[src/rtl/serconv_pkg.sv]
// Shared constants and types for the bit-serial Excess-3 <-> BCD converter.
package serconv_pkg;

    localparam logic       MODE_XS3_TO_BCD = 1'b0;
    localparam logic       MODE_BCD_TO_XS3 = 1'b1;
    localparam logic [3:0] XS3_OFFSET      = 4'd3;
    localparam logic [3:0] BCD_MAX         = 4'd9;
    localparam logic [3:0] XS3_MAX         = 4'd12;

    typedef struct packed {
        logic [3:0] digit;
        logic       vld;
        logic       err;
    } digit_rsp_t;

endpackage

[src/rtl/serconv_bit_cell.sv]
// One-bit serial add/subtract of a constant bit, with carry/borrow register.
// Clr masks the stored carry/borrow so each digit starts from zero.
module serconv_bit_cell
    import serconv_pkg::*;
(
    input  logic Clk,
    input  logic Rst,
    input  logic En,
    input  logic Mode,
    input  logic X,
    input  logic K,
    input  logic Clr,
    output logic Z,
    output logic CbOut
);

    logic cb;
    logic cb_in;

    assign cb_in = Clr ? 1'b0 : cb;
    assign Z     = X ^ K ^ cb_in;

    always_comb begin
        CbOut = 1'b0;
        if (Mode == MODE_BCD_TO_XS3)
            CbOut = (X & K) | (X & cb_in) | (K & cb_in);
        else
            CbOut = (~X & (K | cb_in)) | (K & cb_in);
    end

    always_ff @(posedge Clk or posedge Rst) begin
        if (Rst)     cb <= 1'b0;
        else if (En) cb <= CbOut;
    end

endmodule

[src/rtl/serial_xs3_bcd_conv.sv]
// Bit-serial LSB-first Excess-3 <-> BCD converter for DIGITS-digit words.
// Define SERCONV_ERR_EN to flag invalid input digits on Err.
module serial_xs3_bcd_conv
    import serconv_pkg::*;
#(
    parameter  int DIGITS = 4,
    localparam int CNT_W  = $clog2(4*DIGITS)
) (
    input  logic                Clk,
    input  logic                Rst,
    input  logic                En,
    input  logic                X,
    input  logic                Mode,
    output logic                Z,
    output logic [3:0]          DigitOut,
    output logic                DigitVld,
    output logic [4*DIGITS-1:0] WordOut,
    output logic                WordVld,
    output logic                Err
);

    localparam logic [CNT_W-1:0] LAST = CNT_W'(4*DIGITS-1);

    logic [CNT_W-1:0]        cnt;
    logic [1:0]              bidx;
    logic                    mode_q, mode_eff;
    logic [2:0]              nib;
    logic [3:0]              digit;
    logic                    digit_end, word_end;
    logic [DIGITS-1:0][3:0]  word_acc, word_nxt;
    digit_rsp_t              rsp;

    assign bidx      = cnt[1:0];
    // Bit 0 of a word runs on the live Mode; the rest of the word uses the latched copy.
    assign mode_eff  = (cnt == '0) ? Mode : mode_q;
    assign digit     = {Z, nib};
    assign digit_end = En && (bidx == 2'd3);
    assign word_end  = En && (cnt == LAST);

`ifdef SERCONV_ERR_EN
    logic cb_out;
`else
    logic cb_out_unused;
`endif

    serconv_bit_cell u_cell (
        .Clk   (Clk),
        .Rst   (Rst),
        .En    (En),
        .Mode  (mode_eff),
        .X     (X),
        .K     (XS3_OFFSET[bidx]),
        .Clr   (bidx == 2'd0),
        .Z     (Z),
`ifdef SERCONV_ERR_EN
        .CbOut (cb_out)
`else
        .CbOut (cb_out_unused)
`endif
    );

    always_comb begin
        word_nxt = word_acc;
        for (int d = 0; d < DIGITS; d++)
            if (CNT_W'(d) == (cnt >> 2)) word_nxt[d] = digit;
    end

    always_comb begin
        rsp.digit = digit;
        rsp.vld   = digit_end;
        rsp.err   = 1'b0;
`ifdef SERCONV_ERR_EN
        // Out-of-range digits: underflow/overflow of bit 3, or a result past the code range.
        if (mode_eff == MODE_XS3_TO_BCD)
            rsp.err = digit_end && (cb_out || (digit > BCD_MAX));
        else
            rsp.err = digit_end && (cb_out || (digit > XS3_MAX));
`endif
    end

    always_ff @(posedge Clk or posedge Rst) begin
        if (Rst) begin
            cnt      <= '0;
            mode_q   <= MODE_XS3_TO_BCD;
            nib      <= '0;
            word_acc <= '0;
            DigitOut <= '0;
            DigitVld <= 1'b0;
            WordOut  <= '0;
            WordVld  <= 1'b0;
        end else begin
            DigitVld <= rsp.vld;
            WordVld  <= word_end;
            if (En) begin
                cnt <= (cnt == LAST) ? '0 : cnt + 1'b1;
                nib <= {Z, nib[2:1]};
                if (cnt == '0) mode_q <= Mode;
            end
            if (digit_end) begin
                DigitOut <= rsp.digit;
                word_acc <= word_nxt;
            end
            if (word_end) WordOut <= word_nxt;
        end
    end

`ifdef SERCONV_ERR_EN
    always_ff @(posedge Clk or posedge Rst) begin
        if (Rst) Err <= 1'b0;
        else     Err <= rsp.err;
    end
`else
    assign Err = 1'b0;
`endif

endmodule
[config.mk]
export PLATFORM = sky130hd
export DESIGN_NAME = serial_xs3_bcd_conv
export DESIGN_NICKNAME = d
export VERILOG_FILES = /design/src/rtl/serconv_pkg.sv /design/src/rtl/serconv_bit_cell.sv /design/src/rtl/serial_xs3_bcd_conv.sv
export SDC_FILE = /design/constraint.sdc
export NUM_CORES = 1
export LEC_CHECK = 0
export ABC_AREA = 0
export BUFFER_PORTS_ARGS = -buffer_cell sky130_fd_sc_hd__buf_2
export CAP_MARGIN = 25
export CELL_PAD_IN_SITES_DETAIL_PLACEMENT = 0
export CELL_PAD_IN_SITES_GLOBAL_PLACEMENT = 1
export CORE_MARGIN = 2
export CORE_UTILIZATION = 30
export DETAILED_ROUTE_END_ITERATION = 8
export PLACE_DENSITY_LB_ADDON = 0.1
export REMOVE_ABC_BUFFERS = 1
export SLEW_MARGIN = 40
export SYNTH_ARGS = -nofsm -noshare
export SYNTH_HDL_FRONTEND = slang
export SYNTH_SLANG_ARGS = --single-unit
[constraint.sdc]
create_clock -name Clk -period 3.65 [get_ports Clk]
set_clock_uncertainty 0.05 [all_clocks]
set_input_delay 0.365 -clock Clk [delete_from_list [all_inputs] [get_ports Clk]]
set_output_delay 0.365 -clock Clk [all_outputs]
set_load 0.05 [all_outputs]
==> results of run 1 <==
==> routing by layer <==
| metal | track usage [%] | vias to the layer above | routed length [um] |
|---|---|---|---|
| li1 | - | 581 | - |
| met1 | 15.7 | 565 | 1580 |
| met2 | 19.0 | 24 | 1600 |
| met3 | 3.71 | 5 | 149 |
| met4 | 3.56 | 0 | 42 |
| met5 | 0 | - | 0 |
==> worst max path at each step <==
| stage | startpoint | end | slack, ps | depth (start not counted) |
|---|---|---|---|---|
| 6_report | cnt[1] | Z | 1160 | 6 |
| 5_1_grt | cnt[1] | Z | 960 | 6 |
| 4_1_cts | cnt[1] | Z | 1150 | 6 |
| 3_5_place_dp | cnt[1] | Z | 1500 | 6 |
| 3_3_place_gp | cnt[1] | Z | 1640 | 6 |
| 2_1_floorplan | cnt[1] | Z | 1820 | 5 |
==> worst register-to-register path, cell delays in order (launching register included) <==
cell and delay [ps]:
dfrtp_1 410, ha_1 210, nand2_2 150, inv_4 150, nand3_4 200, inv_2 340, nand2_1 100, o21a_1 130
==> cell families after synthesis <==
family                   synth area share (%)
AO/OA/AOI/OAI                            4.87
AND/OR/NAND/NOR                          18.4
flip-flops                               61.6
adder cells (fa/ha/maj)                  2.15
multiplexers                             7.67
other                                   0.215
buffers and inverters                    3.58
XOR/XNOR                                 1.51
==> flip-flops by register name (all words and copies together) (netlist names) <==
name	cells
nib	3
u_cell.cb	1
word_acc	12
WordVld	1
cnt	4
WordOut	16
DigitVld	1
DigitOut	4
mode_q	1
==> report_power, final <==
group	total (mW)	switching, mW	internal [mW]
combinational	0.873	0.627	0.246
sequential	0.835	0.154	0.682
clock	0.271	0.144	0.128
==> through the flow <==
stage / total power [mW] / area [um2] / hold WS, ps / util [%] / std cells
floorplan: 1.50 / 1710 / 383 / - / 157
global placement: 1.70 / 1940 / 402 / 34.9 / 257
detailed placement: 1.73 / 1940 / 403 / 34.9 / 257
CTS: 2.01 / 2020 / 209 / 36.2 / 263
global route: 2.13 / 2020 / 59.9 / 36.2 / 263
finish: 1.98 / 2020 / 27.6 / 36.2 / 263
==> layout make-up <==
type,instances,area [um2]
clock buffer,6,72.6
fill,602,3560
inverter,7,28.8
multi-input combinational,107,607
sequential,43,1080
tap,72,90.1
timing repair buffer,28,143
==> cells in the final DEF (no fill, tap or decap), drive strengths merged <==
| cell type | n |
|---|---|
| nor3 | 1 |
| xor2 | 1 |
| mux2i | 1 |
| nand2 | 61 |
| conb | 1 |
| nand2b | 1 |
| nor3b | 1 |
| a21oi | 7 |
| o21ai | 5 |
| mux2 | 11 |
| xnor2 | 2 |
| a311oi | 1 |
| nand3b | 2 |
| ha | 3 |
| buf | 28 |
| nor4b | 1 |
| o41ai | 1 |
| nor2 | 5 |
| dfrtp | 43 |
| inv | 7 |
| nand3 | 1 |
| o21a | 1 |
| clkbuf | 6 |
==> impl_metrics.ini, run 1 <==
[run_status]
status = completed

[sta]
rsz0062_at_grt = false
setup_tns_ps = 0
drv_slew = 0
tightest_slew_ps = 606
period_share_pct = 68.2
hold_viol = 0
setup_viol = 0
setup_slack_ps = 1160
clock.fmax_ghz = 0.402
slew_headroom_pct = 59.5
fin_crit_ps = 2490

[clock_tree]
cts-root-buf = clkbuf_8
cts_num_sinks = 43
cts_tree = done
cts.htree.levels = 2
cts_buffer_depth = 2
ctsResizeCount = 0
hold_buffers = 0
cts_buffers = 5
clk_latency_ps = 280
cts.clk_slew.worst_paths_ps = 70
post-cts-setup-buffers = 0

[logic_synthesis]
synthCells = 163
yosys.cell_types.count = 27
synth_top_area_share_pct = 61.6
ys_warn_count = 0
ys_seq_elements = 43
async_reset_ff_share_pct = 100
ys_top_cells_by_area = dfrtp_1 62%, nand2_1 13%, mux2_2 7.1%
ys_top_cells_by_count = 60 x nand2_1, 43 x dfrtp_1, 11 x mux2_2
synth_area_um2 = 1750
synth-seq-area-share_pct = 61.6
synth.avg_cell_area_um2 = 10.7
yosys.cell_count.top_type = nand2_1
post-synth-top-area-cell = dfrtp_1
synth-main-ff-cell = dfrtp_1
synth-edff-count = 0

[routing]
routed-via-count = 1175
routedWlPerCell_um = 12.8
drtIter0Drc = 52
first_pass_iters = 4
via_per_inst = 4.47
drcViolationCount = 0
drtAntennaViolNets = 0
wl_um = 3370

[placed_design]
place_hpwl_um = 2370
routabilityCongestion = 0.708
port_buffers = 27
place_ws_ps = 1500

[critical_path]
crit_required_ps = 3230
r2r_end = WordOut[15]
rrSetupSlack_ps = 1800
start_kind = flop
critPathBufInv = 3
worst-setup-path-type = reg2out
worstPathArrival_ps = 2070
cpPeakStageDelay_ps = 520
end_kind = output port
cp_cell_sequence = inv_1 -> ha_1 -> nand2b_1 -> xor2_1 -> inv_1 -> buf_2
r2r_cells = 7
cp_max_fo = 7
worst_path_max_delay_cell = xor2_1
cp_common_cell = inv_1
path_delay_family = XOR/XNOR gates
rr_startpoint = cnt[0]

[die]
die_x_um = 80.3
pin_count = 29
row_count = 27
die_h_um = 80.3
start_util_pct = 31.3
core_um2 = 5570
die_area_um2 = 6440

[global_routing]
first_global_vias = 1191
grtUsageTotal_pct = 12.0
grt_pass1_wl_um = 5800
overflow = 0
antenna_found_initial = 0
grt_max_degree = 23

[finish]
fin_nets = 200
drive_gt1_share_pct = 26.7
syn_to_final_growth_pct = 15.6
antenna_cells = 0

[run]
maxCapViolCount = 0

[pwr]
ir_worst_vdd_v = 0.000347
power_leakage_nw = 1.05
p_per_area_nw_per_um2 = 981

[min_path]
hp-class = in2async
(Power assumes the default switching activity.)
==> inputs of run 2 (changes only) <==
- clock period: 3.65 -> 2.25 ns (I/O delays scaled with it)
==> impl_metrics.ini, run 2 (synthesis gave the netlist of run 1 again) <==
[finish]
top_regs = WordOut (16), word_acc (12)
drive_gt1_share_pct = 26.9
layout_common_cells = 60 x nand2_1, 43 x dfrtp_1, 27 x buf_2
fin_nets = 201
fillers = 580
largest_reg_flops = 16
largest_register = WordOut
antenna_cells = 0
syn_to_final_growth_pct = 17.7
final_common_cell = nand2_1

[die]
core_um2 = 5570
die_x_um = 80.3
row_count = 27
start_util_pct = 31.3
die_area_um2 = 6440
die_h_um = 80.3
pin_count = 29

[critical_path]
rrSetupSlack_ps = 480
rr_startpoint = cnt[1]
cpPeakStageDelay_ps = 420
start_kind = flop
worst-setup-path-type = reg2out
cp_common_cell = inv_1
cp-startpoint = cnt[1]
r2r_cells = 7
cp_cell_sequence = inv_1 -> ha_1 -> nand2b_1 -> xor2_1 -> inv_1 -> buf_2
worstPathArrival_ps = 1730
cp_max_fo = 5
r2r_end = WordOut[15]
endpoint = Z
crit_required_ps = 1980
end_kind = output port
worst_path_max_delay_cell = dfrtp_1

[sta]
setup_tns_ps = 0
tightest_slew_ps = 540
slew_headroom_pct = 64.0
period_share_pct = 89.0
clock.fmax_ghz = 0.500
setup_viol = 0
hold_viol = 0
rsz0062_at_grt = false
fin_crit_ps = 2000
drv_slew = 0

[run_status]
status = completed

[clock_tree]
cts.clk_slew.worst_paths_ps = 80
hold_buffers = 0
cts_buffers = 5
cts_tree = done
cts.htree.levels = 2
cts_num_sinks = 43
post-cts-setup-buffers = 0
cts-root-buf = clkbuf_8
clk_latency_ps = 290
cts_buffer_depth = 2
ctsResizeCount = 0

[routing]
wl_um = 3360
drtAntennaViolNets = 0
drtIter0Drc = 68
routed-via-count = 1172
routedWlPerCell_um = 12.7
drcViolationCount = 0
via_per_inst = 4.42
first_pass_iters = 4

[global_routing]
grt_pass1_wl_um = 5750
antenna_found_initial = 0
first_global_vias = 1158
grt_max_degree = 44
overflow = 0
grtUsageTotal_pct = 11.8

[placed_design]
place_hpwl_um = 2360
port_buffers = 27
routabilityCongestion = 0.807

[pwr]
p_per_area_nw_per_um2 = 1640
ir_worst_vdd_v = 0.000656
power_leakage_nw = 1.07
report.power.total_mw = 3.38

[run]
maxCapViolCount = 0

[min_path]
hp-class = in2async
==> run 2: cell types whose count changed in the layout (fill, tap and decap cells not counted), sizes merged <==
cell / before / now
bufinv: 0 / 1
buf: 28 / 29
==> run 2: critical path: cells and delay by family (launching register included) <==
kind | cells | cell delay [ps]
buffers and inverters | 3 | 430
DFF | 1 | 420
adders and majority gates | 1 | 180
xor gates and xnor gates | 1 | 240
and+or+nand+nor | 1 | 170
==> run 2: where the power goes <==
group	total (mW)	internal, mW	switching (mW)
combinational	1.45	0.425	1.02
sequential	1.36	1.11	0.254
clock	0.570	0.325	0.245
total	3.38	1.86	1.52
==> run 2: through the flow <==
step / utilization (%) / worst slack (ps) / instance area (um2) / instances / hold slack [ps]
finish: 36.9 / 249 / 2050 / 265 / 14.4
global route: 36.9 / 66.5 / 2050 / 265 / 70.3
CTS: 36.9 / 194 / 2050 / 265 / 28.3
detailed placement: 35.0 / 429 / 1950 / 258 / 349
global placement: 35.0 / 488 / 1950 / 258 / 340
floorplan: - / 560 / 1710 / 157 / 260
==> run 2: area by class of cell <==
class / count / area [um2] / share of cell area [%]
Multi-Input combinational cell: 107 / 607 / 29.5
Timing Repair Buffer: 29 / 150 / 7.31
Sequential cell: 43 / 1080 / 52.4
Clock inverter: 1 / 30.0 / 1.46
Tap cell: 72 / 90.1 / 4.38
Inverter: 7 / 28.8 / 1.40
Clock buffer: 6 / 72.6 / 3.53
==> run 2: worst min path at each step <==
stage,from,endpoint,slack (ps),cells past startpoint
floorplan,En,mode_q,260,1
global placement,Rst,word_acc[11],340,3
detailed placement,Rst,word_acc[11],350,3
CTS,Rst,word_acc[11],30,3
global route,Rst,WordOut[9],70,3
finish,Rst,word_acc[11],10,3
==> run 2: routing by layer <==
| layer | routed length (um) | GRT usage (%) | vias to the layer above |
|---|---|---|---|
| met3 | 135 | 3.93 | 2 |
| met2 | 1570 | 18.0 | 19 |
| met5 | 0 | 0 | - |
| met1 | 1650 | 15.9 | 571 |
| li1 | - | - | 580 |
| met4 | 16 | 3.56 | 0 |
